===== src/rtl/lap_stopwatch_if.sv =====
// Command/result bundle for lap_stopwatch.
//   cmd       : 00 clear, 01 hold, 10 run, 11 run+lap
//   count     : binary elapsed ticks
//   bcd       : BCD image of count, digit 0 (units) in bits [3:0]
//   lap       : last captured count
//   lap_valid : one-cycle pulse on each capture
//   tick      : one-cycle pulse when count shows a newly incremented value
//   sat       : high while count is at its saturation value
interface lap_stopwatch_if #(
    parameter int unsigned WIDTH  = 10,
    parameter int unsigned DIGITS = 3
);
    logic [1:0]          cmd;
    logic [WIDTH-1:0]    count;
    logic [4*DIGITS-1:0] bcd;
    logic [WIDTH-1:0]    lap;
    logic                lap_valid;
    logic                tick;
    logic                sat;

    modport master (
        output cmd,
        input  count, bcd, lap, lap_valid, tick, sat
    );

    modport slave (
        input  cmd,
        output count, bcd, lap, lap_valid, tick, sat
    );
endinterface


===== src/rtl/lap_stopwatch.sv =====
// Lap stopwatch: a prescaler divides clk_50M down to the tick rate, a binary
// counter and a cascaded BCD decade counter advance together and saturate at
// MAX_COUNT, and a rising edge into cmd 11 captures the current count.
//   clk_50M : single clock, rising edge
//   rst     : synchronous, active-high, overrides cmd
//   sw      : slave side of lap_stopwatch_if (cmd in, all results out, registered)
module lap_stopwatch #(
    parameter int unsigned CLK_HZ    = 50000000,
    parameter int unsigned TICK_HZ   = 1000,
    parameter int unsigned MAX_COUNT = 999,
    parameter int unsigned WIDTH     = 10,
    parameter int unsigned DIGITS    = 3
) (
    input  logic           clk_50M,
    input  logic           rst,
    lap_stopwatch_if.slave sw
);

    localparam int unsigned DIV = CLK_HZ / TICK_HZ;
    localparam int unsigned PW  = (DIV > 1) ? $clog2(DIV) : 1;
    localparam int unsigned BW  = 4 * DIGITS;

    localparam logic [1:0] CMD_CLEAR = 2'b00;
    localparam logic [1:0] CMD_LAP   = 2'b11;

    // Elaboration-time parameter sanity.
    generate
        if (DIV < 2 || (CLK_HZ % TICK_HZ) != 0) begin : g_bad_div
            $error("lap_stopwatch: CLK_HZ/TICK_HZ must be an integer >= 2");
        end
        if (MAX_COUNT >= (64'd1 << WIDTH)) begin : g_bad_width
            $error("lap_stopwatch: MAX_COUNT does not fit in WIDTH bits");
        end
    endgenerate

    logic [PW-1:0]    presc_q,     presc_d;
    logic [WIDTH-1:0] count_q,     count_d;
    logic [BW-1:0]    bcd_q,       bcd_d;
    logic [BW-1:0]    bcd_inc;
    logic [WIDTH-1:0] lap_q,       lap_d;
    logic             lap_valid_q, lap_valid_d;
    logic             tick_q,      tick_d;
    logic             sat_q,       sat_d;
    logic [1:0]       cmd_q,       cmd_d;
    logic             wrap;
    logic             bcd_carry;

    // Decade cascade: each digit rolls 9 -> 0 and carries into the next.
    always_comb begin
        bcd_inc   = bcd_q;
        bcd_carry = 1'b1;
        for (int d = 0; d < int'(DIGITS); d++) begin
            if (bcd_carry) begin
                if (bcd_q[4*d +: 4] == 4'd9) begin
                    bcd_inc[4*d +: 4] = 4'd0;
                end else begin
                    bcd_inc[4*d +: 4] = bcd_q[4*d +: 4] + 4'd1;
                    bcd_carry         = 1'b0;
                end
            end
        end
    end

    // Next-state for prescaler, counters, lap capture and cmd history.
    always_comb begin
        presc_d     = presc_q;
        count_d     = count_q;
        bcd_d       = bcd_q;
        lap_d       = lap_q;
        sat_d       = sat_q;
        tick_d      = 1'b0;
        lap_valid_d = 1'b0;
        cmd_d       = sw.cmd;
        wrap        = 1'b0;

        if (sw.cmd == CMD_CLEAR) begin
            presc_d = '0;
            count_d = '0;
            bcd_d   = '0;
            lap_d   = '0;
            sat_d   = 1'b0;
        end else begin
            // Prescaler only runs for 10/11 and parks at 0 once saturated.
            if (sw.cmd[1] && !sat_q) begin
                if (presc_q == PW'(DIV - 1)) begin
                    presc_d = '0;
                    wrap    = 1'b1;
                end else begin
                    presc_d = presc_q + PW'(1);
                end
            end

            if (wrap) begin
                count_d = count_q + WIDTH'(1);
                bcd_d   = bcd_inc;
                tick_d  = 1'b1;
                sat_d   = (count_d == WIDTH'(MAX_COUNT));
            end

            // Capture on entry into 11; lap sees the pre-edge count.
            if (sw.cmd == CMD_LAP && cmd_q != CMD_LAP) begin
                lap_d       = count_q;
                lap_valid_d = 1'b1;
            end
        end
    end

    always_ff @(posedge clk_50M) begin
        if (rst) begin
            presc_q     <= '0;
            count_q     <= '0;
            bcd_q       <= '0;
            lap_q       <= '0;
            lap_valid_q <= 1'b0;
            tick_q      <= 1'b0;
            sat_q       <= 1'b0;
            cmd_q       <= '0;
        end else begin
            presc_q     <= presc_d;
            count_q     <= count_d;
            bcd_q       <= bcd_d;
            lap_q       <= lap_d;
            lap_valid_q <= lap_valid_d;
            tick_q      <= tick_d;
            sat_q       <= sat_d;
            cmd_q       <= cmd_d;
        end
    end

    assign sw.count     = count_q;
    assign sw.bcd       = bcd_q;
    assign sw.lap       = lap_q;
    assign sw.lap_valid = lap_valid_q;
    assign sw.tick      = tick_q;
    assign sw.sat       = sat_q;

endmodule


===== src/flat_wrapper.sv =====
// flat-port wrapper written by rule: the top's interface ports become plain ports
module lap_stopwatch_flat 
#(
    parameter int unsigned CLK_HZ    = 50000000,
    parameter int unsigned TICK_HZ   = 1000,
    parameter int unsigned MAX_COUNT = 999,
    parameter int unsigned WIDTH     = 10,
    parameter int unsigned DIGITS    = 3
)
  (clk_50M, rst, sw_cmd, sw_count, sw_bcd, sw_lap, sw_lap_valid, sw_tick, sw_sat);
  lap_stopwatch_if #(.WIDTH(WIDTH), .DIGITS(DIGITS)) sw_i ();
  input  logic clk_50M;
  input  logic rst;
  input wire logic [$bits(sw_i.cmd)-1:0] sw_cmd;
  output wire logic [$bits(sw_i.count)-1:0] sw_count;
  output wire logic [$bits(sw_i.bcd)-1:0] sw_bcd;
  output wire logic [$bits(sw_i.lap)-1:0] sw_lap;
  output wire logic [$bits(sw_i.lap_valid)-1:0] sw_lap_valid;
  output wire logic [$bits(sw_i.tick)-1:0] sw_tick;
  output wire logic [$bits(sw_i.sat)-1:0] sw_sat;
  assign sw_i.cmd = sw_cmd;
  assign sw_count = sw_i.count;
  assign sw_bcd = sw_i.bcd;
  assign sw_lap = sw_i.lap;
  assign sw_lap_valid = sw_i.lap_valid;
  assign sw_tick = sw_i.tick;
  assign sw_sat = sw_i.sat;
  lap_stopwatch #(.CLK_HZ(CLK_HZ), .TICK_HZ(TICK_HZ), .MAX_COUNT(MAX_COUNT), .WIDTH(WIDTH), .DIGITS(DIGITS)) u_core (.clk_50M(clk_50M), .rst(rst), .sw(sw_i));
endmodule

===== config.mk =====
export PLATFORM = sky130hd
export DESIGN_NAME = lap_stopwatch_flat
export DESIGN_NICKNAME = d
export VERILOG_FILES = /design/src/rtl/lap_stopwatch_if.sv /design/src/rtl/lap_stopwatch.sv /design/src/flat_wrapper.sv
export SDC_FILE = /design/constraint.sdc
export NUM_CORES = 1
export LEC_CHECK = 0
export CORE_ASPECT_RATIO = 1.4
export CORE_UTILIZATION = 25
export DETAILED_ROUTE_END_ITERATION = 10
export PLACE_DENSITY = 0.5
export SYNTH_ARGS = -nofsm -noshare
export SYNTH_HDL_FRONTEND = slang
export SYNTH_SLANG_ARGS = --single-unit

===== constraint.sdc =====
create_clock -name clk_50M -period 2.7 [get_ports clk_50M]
set_input_delay 0.405 -clock clk_50M [delete_from_list [all_inputs] [get_ports clk_50M]]
set_output_delay 0.405 -clock clk_50M [all_outputs]
set_load 0.005 [all_outputs]

**Yosys cells after proc, flatten, opt, wreduce, memory -nomap -nowiden**

Index checks and enable logic that the tools add are counted.

- Register bits: 53
- Output and inout bits: 35

- Multiplexer cells: 12
- Add/subtract/negate cells: 5
- Equality and inequality tests: 7
- Reductions and logical operators: 7

Operators by type and width:

| cell | number |
|---|---|
| $add A16 B1 Y16 const B | 1 |
| $eq A16 B16 Y1 const B | 1 |
| $mux W16 | 1 |
| $add A4 B1 Y4 const B | 3 |
| $eq A4 B4 Y1 const B | 3 |
| $mux W4 | 3 |
| $add A10 B1 Y10 const B | 1 |
| $eq A10 B10 Y1 const B | 1 |
| $mux W1 | 8 |
| $reduce_and A2 Y1 | 2 |
| $eq A2 B2 Y1 const B | 1 |
| $logic_and A1 B1 Y1 | 2 |
| $logic_not A2 Y1 | 1 |
| $ne A2 B2 Y1 const B | 1 |
| $reduce_or A2 Y1 | 1 |
| $logic_not A1 Y1 | 1 |

**Depth between registers and ports, before layout**

Gate-level depths: netlist of the first run.

- Word-level depth: 5
- Depth in mapped cells: 8
- Mapped depth without buffers: 5

**Least setup slack after synthesis of the first run**

No wires, ideal clock.

- Path type: flip-flop to flip-flop
- Start: register u_core.presc_q[0]
- End: register u_core.bcd_q[4] (netlist: u_core.sw.bcd[4])
- Setup slack: 1.003 ns
- Data required time: 2.584 ns
- Data arrival time: 1.580 ns
- Clock period less this slack: 1.697 ns
- Cell stages (with the launch flop): 9
- Cell sequence: dfxtp_1 -> ha_1 -> and4b_1 -> buf_6 -> and3_1 -> clkbuf_2 -> buf_2 -> a31oi_1 -> a41o_1

- Word-level cells in the longest chain between the ends: 5

RTL lines:

| item | RTL line | text |
|---|---|---|
| start: declaration | lap_stopwatch.sv:36 | `logic [PW-1:0] presc_q, presc_d;` |
| start signal: assignment | lap_stopwatch.sv:119 | `presc_q <= presc_d;` |
| $eq A16 B16 Y1 | lap_stopwatch.sv:85 | `if (presc_q == PW'(DIV - 1)) begin` |
| $mux W1 | lap_stopwatch.sv:85 |  |
| $mux W1 | lap_stopwatch.sv:84 | `if (sw.cmd[1] && !sat_q) begin` |
| $mux W1 | lap_stopwatch.sv:76 | `if (sw.cmd == CMD_CLEAR) begin` |
| $reduce_and A2 Y1 (no source line) | n/a |  |
| end signal: assignment | lap_stopwatch.sv:112 | `bcd_q <= '0;` |
| end signal: assignment | lap_stopwatch.sv:121 | `bcd_q <= bcd_d;` |
| end: declaration | lap_stopwatch.sv:38 | `logic [BW-1:0] bcd_q, bcd_d;` |

Every way passes these cells. The select of a mux whose other input is x is not followed.
A chain may end at the register's enable or synchronous reset.

**Worst setup path after layout of the first run**

- Start: input sw_cmd[1]
- End: register u_core.bcd_q[1] (netlist: u_core.sw.bcd[1])

- Word-level cells in the longest chain between the ends: 3

RTL lines:

| item | RTL line | text |
|---|---|---|
| start: declaration | flat_wrapper.sv:14 | `input wire logic [$bits(sw_i.cmd)-1:0] sw_cmd;` |
| $logic_and A1 B1 Y1 | lap_stopwatch.sv:84 |  |
| $mux W1 | lap_stopwatch.sv:84 |  |
| $mux W1 | lap_stopwatch.sv:76 |  |

Several ways; a longest one is shown, not always the timed one. The select of a mux whose other input is x is not followed.

==> results of run 1 <==
synthesized netlist by cell type (2+ instances only):
master    number  area (um^2)
buf_2          5        25.02
and2_1         3        18.77
or4_1         11        82.58
nor4b_4        2        47.55
a31oi_1        7        43.79
xnor2_1        2        17.52
a21oi_1       19        95.09
ha_1           3        37.54
nand4_1       15        93.84
nand3b_1       2        15.01
and4_1         2        17.52
xor2_1         9        78.83
nand3_1        9        45.04
nor2b_1        9        56.30
nor2_1        27        101.4
nand2_1       22        82.58
mux2i_1       14        140.1
and3_1         5        31.28
o31ai_1        7        52.55
dfxtp_1       53         1061
nor3_1         3        15.01
nor3b_1        2        15.01
o311ai_0       3        26.28
inv_1          5        18.77
nand2b_1       4        25.02
or3_1          4        25.02
buf_6          3        33.78
o21ai_0       11        55.05
and4b_1        4        40.04
buf_4          2        15.01
buf_1          2        7.510
clkbuf_1       5        18.77
a41o_1         5        50.05
worst max-delay path by stage:
| stage | startpoint | endpoint | depth (start not counted) |
|---|---|---|---|
| 3_5_place_dp | sw_cmd[1] | u_core.sw.bcd[6]$_SDFFE_PP0P_ | 5 |
| 6_report | sw_cmd[1] | u_core.sw.bcd[1]$_SDFFE_PP0P_ | 5 |
| 2_1_floorplan | u_core.presc_q[0]$_SDFFE_PP0P_ | u_core.sw.bcd[4]$_SDFFE_PP0P_ | 8 |
| 5_1_grt | u_core.sw.bcd[1]$_SDFFE_PP0P_ | u_core.sw.bcd[5]$_SDFFE_PP0P_ | 4 |
| 4_1_cts | u_core.sw.bcd[1]$_SDFFE_PP0P_ | u_core.sw.bcd[6]$_SDFFE_PP0P_ | 4 |
| 3_3_place_gp | sw_cmd[1] | u_core.sw.bcd[8]$_SDFFE_PP0P_ | 5 |
cell families after synthesis:
| family | count (synthesis) |
|---|---|
| multiplexers | 14 |
| AO/OA/AOI/OAI | 62 |
| XOR/XNOR | 11 |
| buffers and inverters | 23 |
| AND/OR/NAND/NOR | 132 |
| flip-flops | 53 |
| adder cells (fa/ha/maj) | 3 |
final cells by class:
class	count	area (um^2)	area share, %
Clock inverter	1	30.03	0.8962
Timing Repair Buffer	47	447.9	13.37
Clock buffer	7	142.6	4.257
Sequential cell	53	1061	31.67
Multi-Input combinational cell	222	1478	44.10
Inverter	5	18.77	0.5601
Tap cell	138	172.7	5.153
power groups by stage:
stage / clock, mW / combinational, mW / sequential (mW)
final: 0.758 / 0.0546 / 0.788
after global routing: 0.809 / 0.0611 / 0.788
after CTS: 0.781 / 0.0566 / 0.787
after detailed placement: 0 / 0.0563 / 0.806
after global placement: 0 / 0.0561 / 0.806
after floorplan: 0 / 0.0345 / 0.805
placed cells by master, fill, tap and decap left out, drive strengths merged, types with 3 or more instances in the layout:
cell	n
and2	3
nand2b	4
clkbuf	7
xor2	9
clkdlybuf4s50	38
nor2	28
a31oi	7
o31ai	7
o311ai	3
nand3	10
and3	5
ha	3
nor3	4
and4b	4
inv	5
dfxtp	53
nand2	22
nor2b	9
buf	9
o21ai	12
a41o	5
nand4	15
or4	11
mux2i	14
or3	4
a21oi	19
sequential cells by signal (all words and copies together), names as in the netlist:
| name | count |
|---|---|
| u_core.sw.sat | 1 |
| u_core.sw.lap | 10 |
| u_core.sw.count | 10 |
| u_core.sw.tick | 1 |
| u_core.cmd_q | 2 |
| u_core.sw.lap_valid | 1 |
| u_core.sw.bcd | 12 |
| u_core.presc_q | 16 |
worst max-delay path: stages:
cell	delay, ns
clkdlybuf4s50_1	0.50
and4b_1	0.34
nand3_4	0.24
or4_1	0.56
a21oi_1	0.15
layer usage:
| metal | up-vias | track usage, % | part of all wire [%] |
|---|---|---|---|
| met5 | - | 0 | 0 |
| met4 | 0 | 5.655 | 2.0 |
| li1 | 1188 | - | - |
| met2 | 50 | 21.37 | 49 |
| met3 | 8 | 2.651 | 3.9 |
| met1 | 1107 | 15.51 | 45 |
stage by stage:
step / instance area, um^2 / setup slack, ns / power [mW] / util, % / hold WS [ns]
after floorplan: 2659 / 1.003 / 0.8399 / - / 0.4525
after global placement: 3178 / 0.4526 / 0.8618 / 30.71 / 0.4688
after detailed placement: 3178 / 0.4278 / 0.8622 / 30.71 / 0.4831
after CTS: 3351 / 0.7322 / 1.625 / 32.37 / 0.4949
after global routing: 3351 / 0.5735 / 1.658 / 32.37 / 0.5117
final: 3351 / 0.7287 / 1.600 / 32.37 / 0.4899
==> results.md, run 1 <==
- The floorplan die width is 89.16 um.
- The hold buffer count at cts is 0.
- After detailed routing, the number of remaining DRC violations is 0.
- The final number of setup-violating endpoints is 0.
- The number of enable-type register cells in the synthesized netlist is 0.
- In the synthesized netlist the dominant register cell turns out to be dfxtp_1.
- The post-route fraction of the period consumed by the critical path is 73.01%.
- From synthesis to final layout, the design area changed by 26.02%.
- Setup slack on the worst reg-to-reg path comes out at 0.75 ns.
- For the pin with the worst max-slew slack, the measured transition is ~0.52 ns.
- The root cell of the clock tree is clkbuf_16.
- The filler-free cell count of the finished design is between 400 and 500.
- Synthesis handed over a netlist of 298 instances.
- The first global-routing pass estimated 10770 um of wire.
- The run finished with clean final reports.
- Entering global routing, the biggest net connects 23 pins.
- After Yosys synthesis, XOR and XNOR cells account for 3.624% of the synthesized area.
- The worst slew margin relative to its limit is about two thirds.
- The I/O pin total is 39.
- The detail-routed net length per standard cell is 13.90 um.
- The longest clock path from root to sink contains 2 buffers.
- The number of antenna violations at the first check in global routing came to 0.
- The number of slew-limit violations in the final report is 0.
- The Yosys step of the flow raised 0 warnings.
- Data on the critical path is required at its endpoint by 2.93 ns.
- At the end of the flow, the number of nets in the layout was 341.
- The final RePlAce weighted congestion is 0.7320.
- The largest voltage drop on the vdd net is 0.0002984 V.
- The core box area is 10350 um^2.
- For the worst flop-to-flop path, the logic depth is 4.
- The count of endpoints failing hold in the final timing report is 0.
- The total routed wirelength is ~6600 um.
- The power per standard cell area is 477.4 nW/um^2.
- The clock tree from TritonCTS is built.
- In the final timing run, aggregate negative setup slack is 0 ns.
- The cell leakage power is 1.146 nW.
- The worst hold path startpoint is u_core.presc_q[15]$_SDFFE_PP0P_.
- After synthesis, the largest family of logic cells by area is simple AND/OR/NAND/NOR gates.
- The netlist uses 52 different library cells.
- The area of the die is between 10000 and 15000 um^2.
- After detailed routing, the number of vias per cell comes to 4.975.
- The path with the worst hold slack has its endpoint at u_core.presc_q[15]$_SDFFE_PP0P_.
- The endpoint kind of the worst setup timing path is a register.
- The max-capacitance violation count is 0.
- The internal power of the cells totals approximately 1.3 mW.
- The simple-gate area share of the yosys netlist is 29.79%.
- The time the worst path needs with I/O delays and setup is 1.971 ns.
- The number of global-route vias before repair is around 2200.
- The clock network accounts for 47.4% of the total power.
- The number of storage elements in the synthesis netlist is 53.
- The final setup skew is 0.006886 ns.
- The share of flip-flops with an asynchronous set or reset is 0%.
- Summing the areas of all compound-gate instances in the mapped netlist gives 15.34% of the synthesized area.
- The maximum fanout along the worst path is 22.
- The capture point of the worst reg-to-reg path is u_core.sw.bcd[6]$_SDFFE_PP0P_.
- Based on the critical path, the design can be clocked at up to approximately 500 MHz.
- The clock sink count is 53.
- Once the floorplan was initialized, standard cells occupied 25.69% of the core.
- The tightest min-delay check is of the reg2reg type.
- Of the cells placed in the final design, the portion with a size suffix greater than 1 is under 10%.
- After clock tree synthesis, the repair step resized 0 gates.
- The number of nets with antenna violations after routing is 0.
- The number of antenna diodes in the final layout is 0.
- Of the post-synthesis cell area, the part taken by muxes is 5.271%.
- Per report_power, the combinational group accounts for 3.4% of the total.
- STA classifies the critical path startpoint as an input pin.
- STA puts the critical path data arrival time at between 2 and 2.5 ns.
- The detailed-placement wirelength estimate is 4561 um.
- The number of filler cells placed in the layout is 1157.
- Once placement completed, the tool counted placed cells totaling 465.
- The share of the Yosys chip area taken by registers is about two fifths.
- Input and output buffers added on the ports amount to 38.
- After clock tree synthesis, the clock-pin slew on the worst setup and hold paths is 0.07 ns.
- Sequential cells account for 49.2% of the total power.
- The class of the most critical setup path is in2reg.
- The routed layout has 2353 vias.
- After clock tree synthesis, the setup repair step added 0 buffers.
- The first detailed-routing pass ran for 4 iterations.
- The post-synthesis adder-cell area fraction is 1.412%.
- The number of clock buffers inserted by TritonCTS is 5.
- The average cell area after synthesis is 8.922 um^2.
- The floorplan row count is 44.
- The cell count of the worst hold path is 2.
- Setup repair after global routing left no endpoint under its margin.
- The analysis attributes to net switching a power of ~0.33 mW.
- The startpoint identified for the worst register-to-register timing path is u_core.sw.bcd[1]$_SDFFE_PP0P_.
- Of the total power, the share spent switching nets is ~21%.
- For the worst-skew pair, the clock arrives at the later sink with an insertion delay of ~0.30 ns.
- The mapped cell area is between 2000 and 3000 um^2.
- Global routing consumed, over all layers together, 12.74% of the routing resources.
- The aggregate global routing overflow is 0.
- The first routing iteration left 102 violations.
- The die is 124.0 um tall.
- The depth of the CTS H-tree is 2.
- The synthesized net count is 305.
Power figures use the tool's default switching activity.
==> inputs of run 2 (changes only) <==
--- a/config.mk
+++ b/config.mk
@@ -8,7 +8,7 @@
 export CORE_ASPECT_RATIO = 1.4
 export CORE_UTILIZATION = 25
 export DETAILED_ROUTE_END_ITERATION = 10
-export PLACE_DENSITY = 0.5
+export PLACE_DENSITY = 0.51
 export SYNTH_ARGS = -nofsm -noshare
 export SYNTH_HDL_FRONTEND = slang
 export SYNTH_SLANG_ARGS = --single-unit
==> constraint.sdc (replaced) <==
create_clock -name clk_50M -period 1.71 [get_ports clk_50M]
set_input_delay 0.2565 -clock clk_50M [delete_from_list [all_inputs] [get_ports clk_50M]]
set_output_delay 0.2565 -clock clk_50M [all_outputs]
set_load 0.005 [all_outputs]
==> results.md, run 2 (synthesis results as in run 1) <==
- The cell leakage power is around 1.5 nW.
- The hold buffer count at cts is 0.
- The detailed-route via count is 2626.
- The number of global-route vias before repair was 2587.
- The multi-input gate area in the final layout is 1620 um^2.
- The count of endpoints failing hold in the final timing report is 0.
- Clock tree synthesis found a total of 53 sinks.
- The repair_antennas step left the layout with diodes totalling 0.
- The area of the die is 11060 um^2.
- The transition time at the pin with the least slew margin is 0.3516 ns.
- The detailed-placement wirelength estimate is 5234 um.
- The total area of sequential cells is 1075 um^2.
- OpenSTA, run right after detailed placement, puts the worst setup slack at -0.3869 ns.
- Of the cells placed in the final design, the portion with a size suffix greater than 1 is roughly 29%.
- The min-delay analysis places its worst path in the category in2reg.
- The max-capacitance violation count is 0.
- The largest net degree at the start of global routing is 17.
- The synthesis-to-layout area growth is 50.45%.
- Summing all non-filler instances in the final layout gives an area of 4000 um^2.
- The post-detailed-route via-to-cell ratio is 4.908.
- Power spread over the standard cell area amounts to 638.7 nW/um^2.
- The internal power is 2.024 mW.
- For this run, the total global-route usage over all layers was measured as 14.25%.
- Once the floorplan was initialized, standard cells occupied 25.69% of the core.
- In the post-route analysis, the smallest setup slack over all paths is -0.03474 ns.
- The share of power burned in registers is 48.7%.
- The core box area is 10350 um^2.
- VDD sags by at most between 0.0004 and 0.0005 V.
- Setup repair after global routing could not meet its margin everywhere.
- After detailed placement, the design holds a cell count of 512.
- The first global-routing pass estimated 12120 um of wire.
- The switching share of total power is 20.78%.
- The number of detailed-route iterations in the first pass is 4.
- The top cell types in the final layout, fill and taps aside, are 63 x buf_4, 44 x dfxtp_1, 37 x clkdlybuf4s50_1, 27 x nor2_1, 21 x nand2_1.
- The smallest clock period supported by the final layout is computed as about 1.7 ns.
- The checks that failed: negative setup slack.
- Combinational cells account for 4.4% of the total power.
- The clock edge transition at the registers on the reported setup and hold paths is 0.07 ns.
- The total power is 2.555 mW.
- The final RePlAce weighted congestion is between 0.7 and 0.8.
- The number of slew-limit violations in the final report came to 0.
- Once layout is complete, the utilization of the core stands at 38.65%.
- The aggregate negative setup slack is -0.08237 ns.
- Buffers inserted during clock tree synthesis total 5.
- The tree is rooted in a clkbuf_16.
- Data on the critical path arrives at its endpoint at ~2.0 ns.
- The register with the most flip-flops in the layout has 16 of them.
- The post-route fraction of the period consumed by the critical path is 102.0%.
- For this block, the initial DRC count from the detailed router was 133.
- The number of antenna violations at the first check in global routing is 0.
- The data required time of the critical path is roughly 1.9 ns.
- Hold is met by approximately 0.40 ns.
- The aggregate global routing overflow is 0.
- TritonCTS built the clock tree.
- The residual DRC count is 0.
- Headroom to the max-slew limit came out at 76.54%.
- The run finished, with violations left.
- Of all nets on the critical path, the largest fanout is 5.
- The worst setup path is captured at a register.
- The detail-routed net length per standard cell is 14.25 um.
- Setup violations remaining at the end of the flow were counted as 4.
- The clock arrives with 0.005901 ns of skew.
- The most common library cell in the layout ignoring fill and taps is buf_4.
- Port buffering added 38 buffers.
- The maximum clock frequency is 573.2 MHz.
- The slack of the worst reg-to-reg path is -0.03 ns.
- The vertical die dimension is between 100 and 150 um.
- The portion of total power attributed to the clock network is 46.9%.
- The number of filler cells placed in the layout is 1106.
- The net switching power is 0.5310 mW.
- The class of the most critical setup path is reg2reg.
- The floorplan step set the die width to 89.16 um.
- The depth of the CTS H-tree is 2.
- Summing all placed instances gives a cell area of 3556 um^2.
- The number of nets with antenna violations after routing is 0.
- The clock passes through at most 2 buffers.
- The filler-free cell count of the finished design is 535.
- The clock insertion delay at the later pin of the skew report is 0.30 ns.
- In the final design database the tool counted approximately 400 nets.
- The routed design has 7622 um of wire.
- The floorplan has 44 rows.
- STA classifies the critical path startpoint as a register.
- The register with the most flip-flops in the final layout is u_core.presc_q.
- For this design the top-level I/O count stands at 39.
[run 2: changes by cell type in the layout (fill, tap and decap cells not counted), moves of 3 or more]
cell and delta:
buf_4 +54, dfxtp_1 -9, dfxtp_2 +8, a21oi_1 -5, a21oi_2 +5, buf_6 +4, or4_1 -4, or4_4 +4
o311ai_0 -3
[run 2: worst paths after layout]
check | startpoint | end | depth (start not counted)
worst max-delay path | u_core.presc_q[1]$_SDFFE_PP0P_ | u_core.sw.bcd[8]$_SDFFE_PP0P_ | 6
worst min-delay path | sw_cmd[1] | u_core.cmd_q[1]$_SDFF_PP0_ | 3
worst max register to register | u_core.presc_q[1]$_SDFFE_PP0P_ | u_core.sw.bcd[8]$_SDFFE_PP0P_ | 6
worst min register to register | u_core.presc_q[15]$_SDFFE_PP0P_ | u_core.presc_q[15]$_SDFFE_PP0P_ | 2
[run 2: final cells by class]
type | count | share of cell area, %
timing repair buffer | 107 | 23.52
multi-input combinational | 224 | 40.51
clock buffer | 7 | 3.566
sequential | 53 | 26.87
tap | 138 | 4.317
inverter | 5 | 0.4692
clock inverter | 1 | 0.7507
[run 2: repair_timing]
| action | in CTS | in global routing |
|---|---|---|
| endpoints found under the setup margin | 13 | 35 |
| hold endpoints to repair | 0 | 0 |
| setup buffers | 8 | 5 |
| cloned | 2 | 0 |
| gates resized for setup | 5 | 38 |
| pin swaps | 8 | 20 |
[run 2: power by group through the flow]
stage / logic (mW) / clock network, mW / registers (mW)
after detailed placement: 0.109 / 0 / 1.27
after floorplan: 0.0545 / 0 / 1.27
final: 0.113 / 1.20 / 1.24
after global routing: 0.127 / 1.28 / 1.24
after CTS: 0.109 / 1.23 / 1.24
after global placement: 0.107 / 0 / 1.27
[run 2: layer usage]
layer,GRT usage (%),vias to the layer above,share of wire [%]
met1,16.73,1239,44
met2,25.19,57,49
met3,1.922,20,3.2
li1,-,1310,-
met5,0,-,0
met4,6.746,0,3.4
[run 2: worst max-delay path, cell delays in order, from the launching register on]
cell and delay, ns:
dfxtp_2 0.36, ha_4 0.13, and4b_2 0.31, buf_6 0.13, nand3_4 0.09, or4_1 0.51
a21oi_1 0.15
